File: config.mk
export PLATFORM = sky130hd
export DESIGN_NAME = simd_exec_wb
export DESIGN_NICKNAME = d
export VERILOG_FILES = /design/src/rtl/simd_exec_wb.sv
export SDC_FILE = /design/constraint.sdc
export NUM_CORES = 1
export LEC_CHECK = 0
export CAP_MARGIN = 20
export CORE_MARGIN = 1.5
export CORE_UTILIZATION = 45
export CTS_BUF_LIST = sky130_fd_sc_hd__clkbuf_8
export DETAILED_ROUTE_END_ITERATION = 8
export GPL_TIMING_DRIVEN = 0
export PLACE_DENSITY = 0.74
export SYNTH_ARGS = -nofsm -noshare
export SYNTH_HDL_FRONTEND = slang
export SYNTH_SLANG_ARGS = --single-unit
File: constraint.sdc
create_clock -name clk -period 17.7 [get_ports clk]
set_clock_uncertainty 0.1 [all_clocks]
set_input_delay 3.54 -clock clk [delete_from_list [all_inputs] [get_ports clk]]
set_output_delay 3.54 -clock clk [all_outputs]
set_load 0.01 [all_outputs]
File: src/rtl/simd_exec_wb.sv
// simd_exec_wb: two-stage SIMD execute/writeback stage behind a 32x16 register file.
// S1 captures the accepted instruction with forwarded operands, S2 holds the
// lane-wise ALU result that drives the register file write port.
// Optional build macro SIMD_SAT_EN: ADD saturates per lane to all-ones, SUB to 0.
module simd_exec_wb #(
    parameter int unsigned ADDR_W = 5,
    parameter int unsigned DATA_W = 16
) (
    input  logic              clk,
    input  logic              rst,
    input  logic              in_valid,
    output logic              in_ready,
    input  logic [2:0]        op,
    input  logic [1:0]        mode,
    input  logic [ADDR_W-1:0] rs1,
    input  logic [ADDR_W-1:0] rs2,
    input  logic              rs1_use,
    input  logic              rs2_use,
    input  logic [ADDR_W-1:0] rd_in,
    input  logic [DATA_W-1:0] rs1_data,
    input  logic [DATA_W-1:0] rs2_data,
    output logic              rd_wr_en,
    output logic [ADDR_W-1:0] rd,
    output logic [DATA_W-1:0] wr_data,
    output logic              busy
);

    localparam int unsigned NIB_W = 4;
    localparam int unsigned NIBS  = DATA_W / NIB_W;

    localparam logic [2:0] OP_ADD  = 3'b000;
    localparam logic [2:0] OP_SUB  = 3'b001;
    localparam logic [2:0] OP_AND  = 3'b010;
    localparam logic [2:0] OP_OR   = 3'b011;
    localparam logic [2:0] OP_XOR  = 3'b100;
    localparam logic [2:0] OP_MINU = 3'b101;
    localparam logic [2:0] OP_MAXU = 3'b110;

    localparam logic [1:0] MODE_2X8 = 2'b01;
    localparam logic [1:0] MODE_4X4 = 2'b10;

    // Stage 1 registers
    logic              s1_valid;
    logic [2:0]        s1_op;
    logic [1:0]        s1_mode;
    logic [ADDR_W-1:0] s1_rd;
    logic [DATA_W-1:0] s1_a;
    logic [DATA_W-1:0] s1_b;

    // Issue-side combinational signals
    logic              stall;
    logic              accept;
    logic [DATA_W-1:0] op_a;
    logic [DATA_W-1:0] op_b;

    // ALU internals
    logic [NIBS-1:0]   lane_start;
    logic [NIBS-1:0]   lane_ge;
    logic [NIBS-1:0]   sub_cy;
    logic [DATA_W-1:0] add_sum;
    logic [DATA_W-1:0] sub_dif;
    logic [DATA_W-1:0] result;
    logic              cy_a;
    logic              cy_s;
    logic              cin_a;
    logic              cin_s;
    logic [NIB_W-1:0]  b_inv;
`ifdef SIMD_SAT_EN
    logic [NIBS-1:0]   add_cy;
    logic [NIBS-1:0]   lane_ovf;
`endif

    // RAW stall against the S1 destination, and forwarding from the write port
    always_comb begin
        stall    = s1_valid && (s1_rd != '0) &&
                   ((rs1_use && (rs1 == s1_rd)) || (rs2_use && (rs2 == s1_rd)));
        in_ready = !stall;
        accept   = in_valid && !stall;
        op_a     = rs1_data;
        op_b     = rs2_data;
        if (rd_wr_en && (rs1 != '0) && (rs1 == rd)) begin
            op_a = wr_data;
        end
        if (rd_wr_en && (rs2 != '0) && (rs2 == rd)) begin
            op_b = wr_data;
        end
    end

    // Nibble-sliced add/sub chains; carries are cut at each lane start
    always_comb begin
        lane_start = 4'b0001;
        case (s1_mode)
            MODE_2X8: lane_start = 4'b0101;
            MODE_4X4: lane_start = 4'b1111;
            default:  lane_start = 4'b0001;
        endcase
        add_sum = '0;
        sub_dif = '0;
        sub_cy  = '0;
        cy_a    = 1'b0;
        cy_s    = 1'b0;
        cin_a   = 1'b0;
        cin_s   = 1'b0;
        b_inv   = '0;
`ifdef SIMD_SAT_EN
        add_cy  = '0;
`endif
        for (int i = 0; i < NIBS; i++) begin
            cin_a = lane_start[i] ? 1'b0 : cy_a;
            cin_s = lane_start[i] ? 1'b1 : cy_s;
            b_inv = ~s1_b[NIB_W*i +: NIB_W];
            {cy_a, add_sum[NIB_W*i +: NIB_W]} = 5'(s1_a[NIB_W*i +: NIB_W]) +
                                                5'(s1_b[NIB_W*i +: NIB_W]) + 5'(cin_a);
            {cy_s, sub_dif[NIB_W*i +: NIB_W]} = 5'(s1_a[NIB_W*i +: NIB_W]) +
                                                5'(b_inv) + 5'(cin_s);
            sub_cy[i] = cy_s;
`ifdef SIMD_SAT_EN
            add_cy[i] = cy_a;
`endif
        end
    end

    // Broadcast each lane's top-nibble carry to every nibble of that lane
    always_comb begin
        case (s1_mode)
            MODE_4X4: lane_ge = sub_cy;
            MODE_2X8: lane_ge = {sub_cy[3], sub_cy[3], sub_cy[1], sub_cy[1]};
            default:  lane_ge = {4{sub_cy[3]}};
        endcase
`ifdef SIMD_SAT_EN
        case (s1_mode)
            MODE_4X4: lane_ovf = add_cy;
            MODE_2X8: lane_ovf = {add_cy[3], add_cy[3], add_cy[1], add_cy[1]};
            default:  lane_ovf = {4{add_cy[3]}};
        endcase
`endif
    end

    // Lane-wise result select
    always_comb begin
        result = '0;
        case (s1_op)
            OP_ADD: begin
`ifdef SIMD_SAT_EN
                for (int i = 0; i < NIBS; i++) begin
                    result[NIB_W*i +: NIB_W] = lane_ovf[i] ? '1 : add_sum[NIB_W*i +: NIB_W];
                end
`else
                result = add_sum;
`endif
            end
            OP_SUB: begin
`ifdef SIMD_SAT_EN
                for (int i = 0; i < NIBS; i++) begin
                    result[NIB_W*i +: NIB_W] = lane_ge[i] ? sub_dif[NIB_W*i +: NIB_W] : '0;
                end
`else
                result = sub_dif;
`endif
            end
            OP_AND: result = s1_a & s1_b;
            OP_OR:  result = s1_a | s1_b;
            OP_XOR: result = s1_a ^ s1_b;
            OP_MINU: begin
                for (int i = 0; i < NIBS; i++) begin
                    result[NIB_W*i +: NIB_W] = lane_ge[i] ? s1_b[NIB_W*i +: NIB_W]
                                                          : s1_a[NIB_W*i +: NIB_W];
                end
            end
            OP_MAXU: begin
                for (int i = 0; i < NIBS; i++) begin
                    result[NIB_W*i +: NIB_W] = lane_ge[i] ? s1_a[NIB_W*i +: NIB_W]
                                                          : s1_b[NIB_W*i +: NIB_W];
                end
            end
            default: result = s1_a;
        endcase
    end

    // Stage 1: capture accepted instruction; a stall or idle cycle leaves a bubble
    always_ff @(posedge clk) begin
        if (rst) begin
            s1_valid <= 1'b0;
            s1_op    <= '0;
            s1_mode  <= '0;
            s1_rd    <= '0;
            s1_a     <= '0;
            s1_b     <= '0;
        end else begin
            s1_valid <= accept;
            if (accept) begin
                s1_op   <= op;
                s1_mode <= mode;
                s1_rd   <= rd_in;
                s1_a    <= op_a;
                s1_b    <= op_b;
            end
        end
    end

    // Stage 2: register file write port and occupancy flag
    always_ff @(posedge clk) begin
        if (rst) begin
            rd_wr_en <= 1'b0;
            rd       <= '0;
            wr_data  <= '0;
            busy     <= 1'b0;
        end else begin
            rd_wr_en <= s1_valid && (s1_rd != '0);
            if (s1_valid) begin
                rd      <= s1_rd;
                wr_data <= result;
            end
            busy <= accept || s1_valid;
        end
    end

endmodule

# ---- After elaboration in Yosys (flattened, before gate mapping)
# Index checks and enable logic that the tools add are counted.
dict set report op_classes {
  add_sub_neg 15
  n_eq_ne 12
  muxes 20
  bitwise 7
  reduce_logical 16
}
# op n
set op_table {}
lappend op_table {{16-bit one-hot mux with 7 select lines} 1}
lappend op_table {{4-bit by 4-bit adder with 5-bit output} 7}
lappend op_table {{16-bit two-way mux} 2}
lappend op_table {{4-bit two-way mux} 8}
lappend op_table {{5-bit by 1-bit adder with 5-bit output} 6}
lappend op_table {{5-bit == test} 4}
lappend op_table {{16-bit AND} 1}
lappend op_table {{4-bit NOT} 4}
lappend op_table {{16-bit OR} 1}
lappend op_table {{16-bit bitwise XOR} 1}
lappend op_table {{5-bit nonzero test} 3}
lappend op_table {{3-bit == test (second input constant)} 3}
lappend op_table {{1-bit logical AND} 9}
lappend op_table {{4-bit one-hot mux with 2 select lines} 1}
lappend op_table {{1-bit two-way mux} 7}
lappend op_table {{3-bit by 2-bit == test with 1-bit output (second input constant)} 2}
lappend op_table {{3-bit one-hot mux with 2 select lines} 1}
lappend op_table {{4-bit by 1-bit adder with 4-bit output} 1}
lappend op_table {{4-bit adder} 1}
lappend op_table {{3-bit by 1-bit == test with 1-bit output (second input constant)} 1}
lappend op_table {{3-bit logical NOT} 1}
lappend op_table {{2-bit by 1-bit == test with 1-bit output (second input constant)} 1}
lappend op_table {{2-bit == test (second input constant)} 1}
lappend op_table {{1-bit logical OR} 2}
lappend op_table {{1-bit logical NOT} 1}
dict set report totals {
  ff_bits 66
  out_inout_bits 24
  word_cells 80
}

# ---- Depth between registers and ports, before layout
# Gate-level depths: netlist of run 1.
dict set report logic_depth {
  depth_word 13
  ltp_mapped 27
  depth_no_buf 27
}

# ---- Worst setup path before layout of run 1
# OpenSTA, ideal clock, no wires.
dict set report synth_path {
  kind {input-to-output}
  from {input rs2[2]}
  to {output in_ready}
  t_arrival_ps 4070
  setup_slack_ps 9990
  stages 4
  path_buffers 0
  path_cell_list {xnor2_1 nand4_1 o22ai_1 nand2b_1}
}
dict set report synth_between {
  elab_chain_len 5
}
# element line_no
set synth_rtl {}
lappend synth_rtl {{start, declared} 16} ;# input logic [ADDR_W-1:0] rs2,
lappend synth_rtl {{5-bit == test} 76} ;# ((rs1_use && (rs1 == s1_rd)) || (rs2_use && (rs2 == s1_rd)));
lappend synth_rtl {{1-bit logical AND} 76}
lappend synth_rtl {{1-bit logical OR} 76}
lappend synth_rtl {{1-bit logical AND} 75} ;# stall = s1_valid && (s1_rd != '0) &&
lappend synth_rtl {{1-bit logical NOT} 77} ;# in_ready = !stall;
lappend synth_rtl {{end, declared} 12} ;# output logic in_ready,
# No other way between the ends.

# ---- Worst setup path after layout of run 1
dict set report layout_path {
  from {input rs2[4]}
  to {output in_ready}
}
# The elaborated chain is that of the path after synthesis.

==> results.json, run 1 <==
{
  "fillers": 1056,
  "ctsHoldBuffers": 0,
  "diodes": 0,
  "share_comb_of_total_power_pct": 30.8,
  "cap_violations": 0,
  "dpl_worst_slack_ps": 8880,
  "yosys_warnings": 0,
  "cts_made_buffers": 9,
  "setup-tns-final_ps": 0,
  "cp-start-kind": "primary input",
  "ios": 81,
  "cts.sink_count": 66,
  "synth-simple-area-share_pct": 13.6,
  "synth.most_common_cell": "nand2_1",
  "finalSetupViolCount": 0,
  "hpwl_mm": 13.3,
  "dieWidth_um": 112,
  "dieArea_um2": 12500,
  "cts_tree": "built",
  "cp_slowest_cell": "clkdlybuf4s50_1",
  "syn_inst": 662,
  "start_util_pct": 46.5,
  "grt_max_degree": 12,
  "nNetsFinal": 872,
  "hold_viol": 0,
  "ys.flop_type": "dfxtp_1",
  "leakagePower_uw": 0.00251,
  "peakVddDrop_uv": 48.3,
  "area.sequential_um2": 1320,
  "io_buffers": 80,
  "yosysTopAreaCell": "dfxtp_1",
  "gp_congestion": 0.952,
  "crit_path_start": "rs2[4]",
  "grt_pass1_vias": 5346,
  "rr_startpoint": "s1_b[0]",
  "synth_fp_nets": 781,
  "drt_iter0_drc": 321,
  "synth_top_family_by_area": "compound AO/OA/AOI/OAI gates",
  "path_delay_family": "buffers and inverters",
  "synth-async-reset-ratio_pct": 0,
  "synth_common_cells": "nand2_1 (76), dfxtp_1 (66), mux2i_1 (56), inv_1 (52), nor2_1 (52)",
  "drtAntennaViolNets": 0,
  "synthTopCellsByArea": "dfxtp_1 (25%), ha_1 (11%), mux2i_1 (11%)",
  "crit_required_ps": 14060,
  "wire_per_inst_um": 19.7,
  "min_period_ps": 8840,
  "syn_avg_cell_area_um2": 8.05,
  "syn_to_final_growth_pct": 21.9,
  "synth_compound_area_share_pct": 22.3,
  "syn-cell-area_um2": 5330,
  "clk_path_buf_depth": 2,
  "cts.repair.resized": 0,
  "fp-row-count": 39,
  "die_y_um": 112,
  "multi_input_area_um2": 3660,
  "synthMuxAreaShare_pct": 12.7,
  "max_freq_mhz": 113,
  "totalPowerFinal_uw": 424,
  "p_seq_share_pct": 40.1,
  "rsz0062_at_grt": "false",
  "drive_gt1_share_pct": 5.94,
  "max_slew_margin_pct": 26.7,
  "insertion_delay_ps": 370,
  "finalWorstSetupSlack_ps": 8860,
  "power_density_nw_per_um2": 65.2,
  "gr-total-overflow": 0,
  "rrSetupSlack_ps": 10530,
  "h-tree-depth": 3,
  "crit_path_end_kind": "output pin",
  "ys_seq_elements": 66,
  "wl_mm": 17.8,
  "path_clk_slew_ps": 70,
  "crit_cells": 6,
  "p_clk_share_pct": 29.2,
  "track_usage_pct": 28.9,
  "crit_chain": "clkdlybuf4s50_1 > xnor2_1 > nand4_1 > o22ai_1 > nand2b_1 > clkdlybuf4s50_1",
  "synth_top_area_share_pct": 24.8,
  "synth-xor-area-share_pct": 3.45,
  "synth_edf_count": 0,
  "drv_slew": 0,
  "path_max_fanout": 3,
  "r2r-end": "wr_data[8]",
  "grt_pass1_wl_mm": 28.1,
  "drc": 0,
  "outcome": "completed",
  "p_int_uw": 279,
  "root_buffer": "clkbuf_8",
  "slowest_delay_ps": 520,
  "path_class": "primary input to output pin",
  "dr_total_vias": 5322,
  "worst_slew_pin_slew_ps": 1090,
  "period_share_pct": 49.9,
  "synth_cell_type_count": 58,
  "endpoint": "in_ready",
  "ff2ff_path_depth": 26,
  "post-cts-setup-buffers": 0,
  "core_area_um2": 11500,
  "arrival_ps": 5200,
  "viasPerCell": 5.91,
  "seq_area_frac_synth_pct": 24.8,
  "switchingPower_uw": 145,
  "critical_path.most_common_cell": "clkdlybuf4s50_1",
  "min_path_type": "flip-flop to flip-flop",
  "antenna_found_initial": 0,
  "drtPass1Iterations": 5,
  "worst-path-buf-inv": 2,
  "synth_adder_area_share_pct": 16.5,
  "switching_share_pct": 34.3
}
[worst min-delay path, stage by stage (launching register included)]
cell and delay (ps):
dfxtp_1 330, nand2_1 60, o21ai_1 50
[layer usage]
metal	vias to the layer above	GRT usage, %	wire length (µm)
li1	2494	-	-
met1	2606	37.2	7690
met2	196	49.4	8740
met3	26	4.74	1010
met4	0	9.37	329
met5	-	0	0
[worst min-delay path by stage]
stage | end | cells past startpoint | from
CTS | wr_data[11] | 2 | wr_data[11]
global placement | wr_data[10] | 2 | wr_data[10]
floorplan | s1_b[15] | 2 | s1_b[15]
global route | s1_b[7] | 2 | s1_b[7]
detailed placement | wr_data[11] | 2 | wr_data[11]
finish | wr_data[11] | 2 | wr_data[11]
[stage by stage]
stage	area, µm²	std cells	hold slack, ps	utilization, %
2_1_floorplan	5330	662	345	-
3_3_place_gp	6310	885	372	55.0
3_5_place_dp	6310	885	377	55.0
4_1_cts	6500	901	386	56.7
5_1_grt	6500	901	415	56.7
6_report	6500	901	384	56.7
[state kept, by name, summed over array words and instances, names as in the netlist]
| signal | cells |
|---|---|
| s1_a | 16 |
| s1_b | 16 |
| wr_data | 16 |
| rd | 5 |
| s1_rd | 5 |
| s1_op | 3 |
| s1_mode | 2 |
| busy | 1 |
| rd_wr_en | 1 |
| s1_valid | 1 |
[cell type report]
class                           instances  share of cell area, %
Multi-Input combinational cell        508                   56.3
Sequential cell                        66                   20.3
Timing Repair Buffer                   80                   12.3
Inverter                               55                   3.18
Tap cell                              143                   2.75
Clock buffer                           12                   2.54
Buffer                                 33                   2.23
Clock inverter                          4                  0.385
[layout by cell type (no fill, tap or decap), drive strengths merged, types with 3 or more instances in the layout]
cell type,n
mux2i,56
nor4,4
buf,17
a221oi,13
a31o,4
a31oi,3
and3,4
nor2b,6
nor2,53
a21o,5
a211oi,7
o21bai,5
nor3,6
mux2,8
a22oi,5
o211ai,6
clkdlybuf4s50,80
dfxtp,66
nand4,4
inv,55
xnor2,15
nand2,76
nand3,4
ha,48
o21ai,82
clkbuf,28
fa,14
o22ai,5
xor2,6
a21oi,42
[cells by family (layout without fill, tap and decap cells)]
| logic type | count (synthesis) | count (layout) |
|---|---|---|
| buffers and inverters | 88 | 184 |
| xor gates and xnor gates | 21 | 21 |
| DFF | 66 | 66 |
| adders and majority gates | 62 | 62 |
| AOI/OAI and AO/OA | 193 | 193 |
| and+or+nand+nor | 167 | 167 |
| muxes | 65 | 65 |
[power groups by stage]
stage / sequential, µW / combinational, µW / clock (µW)
after floorplan: 171 / 80.5 / 0
after global placement: 172 / 124 / 0
after detailed placement: 173 / 128 / 0
after CTS: 170 / 129 / 127
after global routing: 171 / 143 / 133
final: 170 / 130 / 124
No activity file was read; power rests on OpenSTA's default activity.
==> run 2: changes to the inputs <==
--- a/config.mk
+++ b/config.mk
@@ -11,7 +11,7 @@
 export CTS_BUF_LIST = sky130_fd_sc_hd__clkbuf_8
 export DETAILED_ROUTE_END_ITERATION = 8
 export GPL_TIMING_DRIVEN = 0
-export PLACE_DENSITY = 0.74
+export PLACE_DENSITY = 0.77
 export SYNTH_ARGS = -nofsm -noshare
 export SYNTH_HDL_FRONTEND = slang
 export SYNTH_SLANG_ARGS = --single-unit
==> constraint.sdc (replaced) <==
create_clock -name clk -period 7.6 [get_ports clk]
set_clock_uncertainty 0.1 [all_clocks]
set_input_delay 1.52 -clock clk [delete_from_list [all_inputs] [get_ports clk]]
set_output_delay 1.52 -clock clk [all_outputs]
set_load 0.01 [all_outputs]
==> results.json, run 2 (synthesis results as in run 1) <==
{
  "power_density_nw_per_um2": 171,
  "multi_input_area_um2": 3660,
  "largest_registers": "s1_a x16, s1_b x16, wr_data x16",
  "share_comb_of_total_power_pct": 26.9,
  "grt_max_degree": 12,
  "antenna_found_initial": 0,
  "diodes": 0,
  "root_buffer": "clkbuf_8",
  "gr-total-overflow": 0,
  "fillers": 1036,
  "max_slew_margin_pct": 27.3,
  "final_common_cell": "clkdlybuf4s50_1",
  "peakVddDrop_uv": 109,
  "outcome": "completed",
  "cp-start-kind": "flip-flop",
  "clk_path_buf_depth": 2,
  "hp-start": "s1_b[5]",
  "path_max_fanout": 7,
  "min_period_ps": 7070,
  "hpwl_mm": 13.1,
  "timing.hold.ws_ps": 391,
  "cts_made_buffers": 9,
  "cp_slowest_cell": "dfxtp_1",
  "drtAntennaViolNets": 0,
  "drive_gt1_share_pct": 5.94,
  "dieWidth_um": 112,
  "grt_pass1_vias": 5254,
  "p_clk_share_pct": 37.9,
  "r2r-end": "wr_data[1]",
  "mostFrequentLayoutCells": "clkdlybuf4s50_1 (80), nand2_1 (76), dfxtp_1 (66)",
  "path_class": "flip-flop to flip-flop",
  "cts_tree": "built",
  "dr_total_vias": 5308,
  "p_int_uw": 783,
  "syn_to_final_growth_pct": 23.7,
  "crit_required_ps": 7790,
  "cts.sink_count": 66,
  "p_seq_share_pct": 35.1,
  "switching_share_pct": 30.5,
  "rrSetupSlack_ps": 530,
  "switchingPower_uw": 343,
  "ios": 81,
  "rr_startpoint": "s1_b[0]",
  "drc": 0,
  "io_buffers": 80,
  "viasPerCell": 5.89,
  "wl_mm": 17.6,
  "start_util_pct": 46.5,
  "crit_path_end_kind": "flip-flop",
  "area.sequential_um2": 1320,
  "core_area_um2": 11500,
  "gp_congestion": 0.942,
  "nNetsFinal": 872,
  "ff2ff_path_depth": 26,
  "fp-row-count": 39,
  "drv_slew": 0,
  "dieArea_um2": 12500,
  "setup-tns-final_ps": 0,
  "leakagePower_uw": 0.00256,
  "slowest_delay_ps": 450,
  "rsz0062_at_grt": "false",
  "critical_path.most_common_cell": "fa_1",
  "post-cts-setup-buffers": 0,
  "arrival_ps": 7260,
  "period_share_pct": 93.0,
  "ctsHoldBuffers": 0,
  "path_clk_slew_ps": 80,
  "h-tree-depth": 3,
  "wire_per_inst_um": 19.5,
  "track_usage_pct": 29.0,
  "finalSetupViolCount": 0,
  "die_y_um": 112,
  "worst_slew_pin_slew_ps": 1080,
  "cts.repair.resized": 0,
  "insertion_delay_ps": 390,
  "cap_violations": 0,
  "hold_viol": 0,
  "whs_endpoint": "s1_b[5]",
  "max_freq_mhz": 141,
  "grt_pass1_wl_mm": 28.1,
  "drtPass1Iterations": 5,
  "hold_depth": 2,
  "drt_iter0_drc": 501,
  "min_path_type": "flip-flop to flip-flop"
}
==> run 2: changes by cell type in the layout (fill, tap and decap cells not counted) <==
cell        change
bufinv_16       +4
clkinv_2        -2
clkinvlp_4      -2
==> run 2: final cells by class <==
class / count / area share (%)
Sequential cell: 66 / 20.0
Clock buffer: 12 / 2.50
Multi-Input combinational cell: 508 / 55.5
Clock inverter: 4 / 1.82
Tap cell: 143 / 2.71
Buffer: 33 / 2.20
Inverter: 55 / 3.13
Timing Repair Buffer: 80 / 12.1
==> run 2: routing by layer <==
metal  up-vias  GRT usage (%)  wire length (µm)
met2       202           47.4              8220
met1      2570           38.4              7910
met4         0           11.1               478
met3        38           4.63              1000
li1       2498              -                 -
met5         -              0                 0
==> run 2: worst max path at each step <==
| stage | from | to | slack, ps | cells past startpoint |
|---|---|---|---|---|
| 6_report | s1_b[0] | wr_data[1] | 530 | 26 |
| 5_1_grt | s1_b[0] | wr_data[1] | 80 | 26 |
| 4_1_cts | s1_b[0] | wr_data[1] | 600 | 26 |
| 3_5_place_dp | s1_b[0] | wr_data[1] | 620 | 26 |
| 3_3_place_gp | s1_b[0] | wr_data[1] | 690 | 26 |
| 2_1_floorplan | s1_b[0] | wr_data[3] | 1460 | 26 |
==> run 2: metrics by stage <==
step	util (%)	instances	cell area [µm²]	setup WS, ps	total power (µW)
after global routing	57.5	901	6600	78.1	1180
after global placement	55.0	885	6310	690	690
final	57.5	901	6600	531	1130
after floorplan	-	662	5330	1460	586
after detailed placement	55.0	885	6310	619	701
after CTS	57.5	901	6600	603	1130
==> run 2: worst max-delay path: cells and delay by family (launching register included) <==
| family | cells | cell delay [ps] |
|---|---|---|
| muxes | 1 | 400 |
| adders and majority gates | 8 | 3200 |
| and+or+nand+nor | 8 | 1460 |
| DFF | 1 | 450 |
| buffers and inverters | 1 | 60 |
| AOI/OAI and AO/OA | 8 | 1280 |
==> run 2: power by group through the flow <==
stage / Sequential, µW / Combinational, µW / Clock (µW)
2_1_floorplan: 399 / 188 / 0
3_3_place_gp: 401 / 289 / 0
3_5_place_dp: 403 / 298 / 0
4_1_cts: 395 / 300 / 431
5_1_grt: 399 / 333 / 443
6_report: 396 / 304 / 427
==> run 3: changes to the inputs <==
--- a/config.mk
+++ b/config.mk
@@ -11,7 +11,8 @@
 export CTS_BUF_LIST = sky130_fd_sc_hd__clkbuf_8
 export DETAILED_ROUTE_END_ITERATION = 8
 export GPL_TIMING_DRIVEN = 0
-export PLACE_DENSITY = 0.77
+export PLACE_DENSITY = 0.74
+export REMOVE_ABC_BUFFERS = 1
 export SYNTH_ARGS = -nofsm -noshare
 export SYNTH_HDL_FRONTEND = slang
 export SYNTH_SLANG_ARGS = --single-unit
==> constraint.sdc (replaced) <==
create_clock -name clk -period 8.35 [get_ports clk]
set_clock_uncertainty 0.1 [all_clocks]
set_input_delay 1.67 -clock clk [delete_from_list [all_inputs] [get_ports clk]]
set_output_delay 1.67 -clock clk [all_outputs]
set_load 0.01 [all_outputs]
==> results.json, run 3 (synthesis results as in run 1) <==
{
  "cts_made_buffers": 9,
  "dpl-instance-area_um2": 6240,
  "whs_endpoint": "s1_b[7]",
  "min_period_ps": 6920,
  "dieArea_um2": 12500,
  "totalPowerFinal_uw": 902,
  "finalNonFillerCells": 873,
  "path_class": "flip-flop to flip-flop",
  "hold_viol": 0,
  "root_buffer": "clkbuf_8",
  "top_layer_used": "met4",
  "share_comb_of_total_power_pct": 28.3,
  "clk_path_buf_depth": 2,
  "start_util_pct": 46.5,
  "grt_pass1_wl_mm": 24.4,
  "switching_share_pct": 33.0,
  "drtAntennaViolNets": 0,
  "met1_length_mm": 6.29,
  "wl_met3_mm": 1.09,
  "dieWidth_um": 112,
  "slowest_delay_ps": 460,
  "met2_length_mm": 6.96,
  "nNetsFinal": 844,
  "p_clk_share_pct": 31.2,
  "ctsHoldBuffers": 0,
  "max_slew_margin_pct": 24.3,
  "dpl.cell_count": 856,
  "cts.sink_count": 66,
  "cts_tree": "built",
  "drv_slew": 0,
  "path_delay_family": "adder cells",
  "dr_total_vias": 4973,
  "setup-tns-final_ps": 0,
  "crit_required_ps": 8510,
  "rsz0062_at_grt": "false",
  "utilization_pct": 56.4,
  "power_density_nw_per_um2": 139,
  "crit_path_end_kind": "flip-flop",
  "rr_startpoint": "s1_b[0]",
  "gr-total-overflow": 0,
  "wl_mm": 14.8,
  "drive_gt1_share_pct": 5.34,
  "cap_violations": 0,
  "core_area_um2": 11500,
  "critical_path.most_common_cell": "fa_1",
  "p_seq_share_pct": 40.5,
  "io_buffers": 80,
  "antenna_found_initial": 0,
  "grt_max_degree": 34,
  "gp_congestion": 0.879,
  "hp-start": "s1_b[7]",
  "ff2ff_path_depth": 26,
  "cp-start-kind": "flip-flop",
  "insertion_delay_ps": 380,
  "drt_iter0_drc": 343,
  "hold_depth": 2,
  "wire_per_inst_um": 16.9,
  "peakVddDrop_uv": 132,
  "rrSetupSlack_ps": 1430,
  "mostFrequentLayoutCells": "clkdlybuf4s50_1 (80), nand2_1 (76), dfxtp_1 (66)",
  "largest_registers": "s1_a x16, s1_b x16, wr_data x16",
  "cp_slowest_cell": "fa_1",
  "post-cts-setup-buffers": 0,
  "path_max_fanout": 7,
  "min_path_type": "flip-flop to flip-flop",
  "viasPerCell": 5.70,
  "outcome": "completed",
  "diodes": 0,
  "max_freq_mhz": 145,
  "drc": 0,
  "die_y_um": 112,
  "h-tree-depth": 3,
  "leakagePower_uw": 0.00248,
  "cts.repair.resized": 0,
  "fillers": 1070,
  "syn_to_final_growth_pct": 21.4,
  "ios": 81,
  "r2r-end": "wr_data[9]",
  "path_clk_slew_ps": 80,
  "crit_path_start": "s1_b[0]",
  "finish.instance_area_um2": 6470,
  "arrival_ps": 7080,
  "hpwl_mm": 10.9,
  "p_int_uw": 604,
  "period_share_pct": 82.9,
  "finalSetupViolCount": 0,
  "final_common_cell": "clkdlybuf4s50_1",
  "grt_pass1_vias": 4934,
  "worst-path-buf-inv": 1,
  "track_usage_pct": 24.4,
  "drtPass1Iterations": 6,
  "switchingPower_uw": 298,
  "crit_cells": 26,
  "worst_slew_pin_slew_ps": 1130,
  "fp-row-count": 39
}
run 3: cell type report:
cell class	count	area, µm²	share of cell area [%]
Tap cell	143	179	2.76
Timing Repair Buffer	85	897	13.9
Clock inverter	6	66.3	1.02
Clock buffer	10	138	2.13
Multi-Input combinational cell	508	3660	56.6
Sequential cell	66	1320	20.4
Inverter	55	206	3.19
run 3: worst max-delay path by stage:
| stage | end |
|---|---|
| finish | wr_data[9] |
| global route | wr_data[0] |
| detailed placement | wr_data[0] |
| floorplan | wr_data[3] |
| CTS | wr_data[0] |
| global placement | wr_data[1] |
run 3: tightest hold or removal path: cells and delay by family, from the launching register on:
family             cells  cell delay [ps]
AOI/OAI and AO/OA      1               50
DFF                    1              340
and+or+nand+nor        1               60
run 3: per-layer routing:
| layer | global-route usage [%] | vias up |
|---|---|---|
| met3 | 7.02 | 43 |
| met5 | 0 | - |
| met4 | 9.87 | 0 |
| met2 | 40.6 | 187 |
| li1 | - | 2436 |
| met1 | 29.5 | 2307 |
run 3: through the flow:
step / hold slack (ps) / setup slack, ps
2_1_floorplan: 345 / 2210
6_report: 392 / 1430
5_1_grt: 410 / 1050
3_3_place_gp: 375 / 1570
3_5_place_dp: 381 / 1490
4_1_cts: 391 / 1430
run 3: power groups by stage:
stage	Clock (µW)	Sequential (µW)	Combinational [µW]
finish	281	366	255
global placement	0	373	237
global route	304	370	284
floorplan	0	368	160
detailed placement	0	375	249
CTS	289	368	250
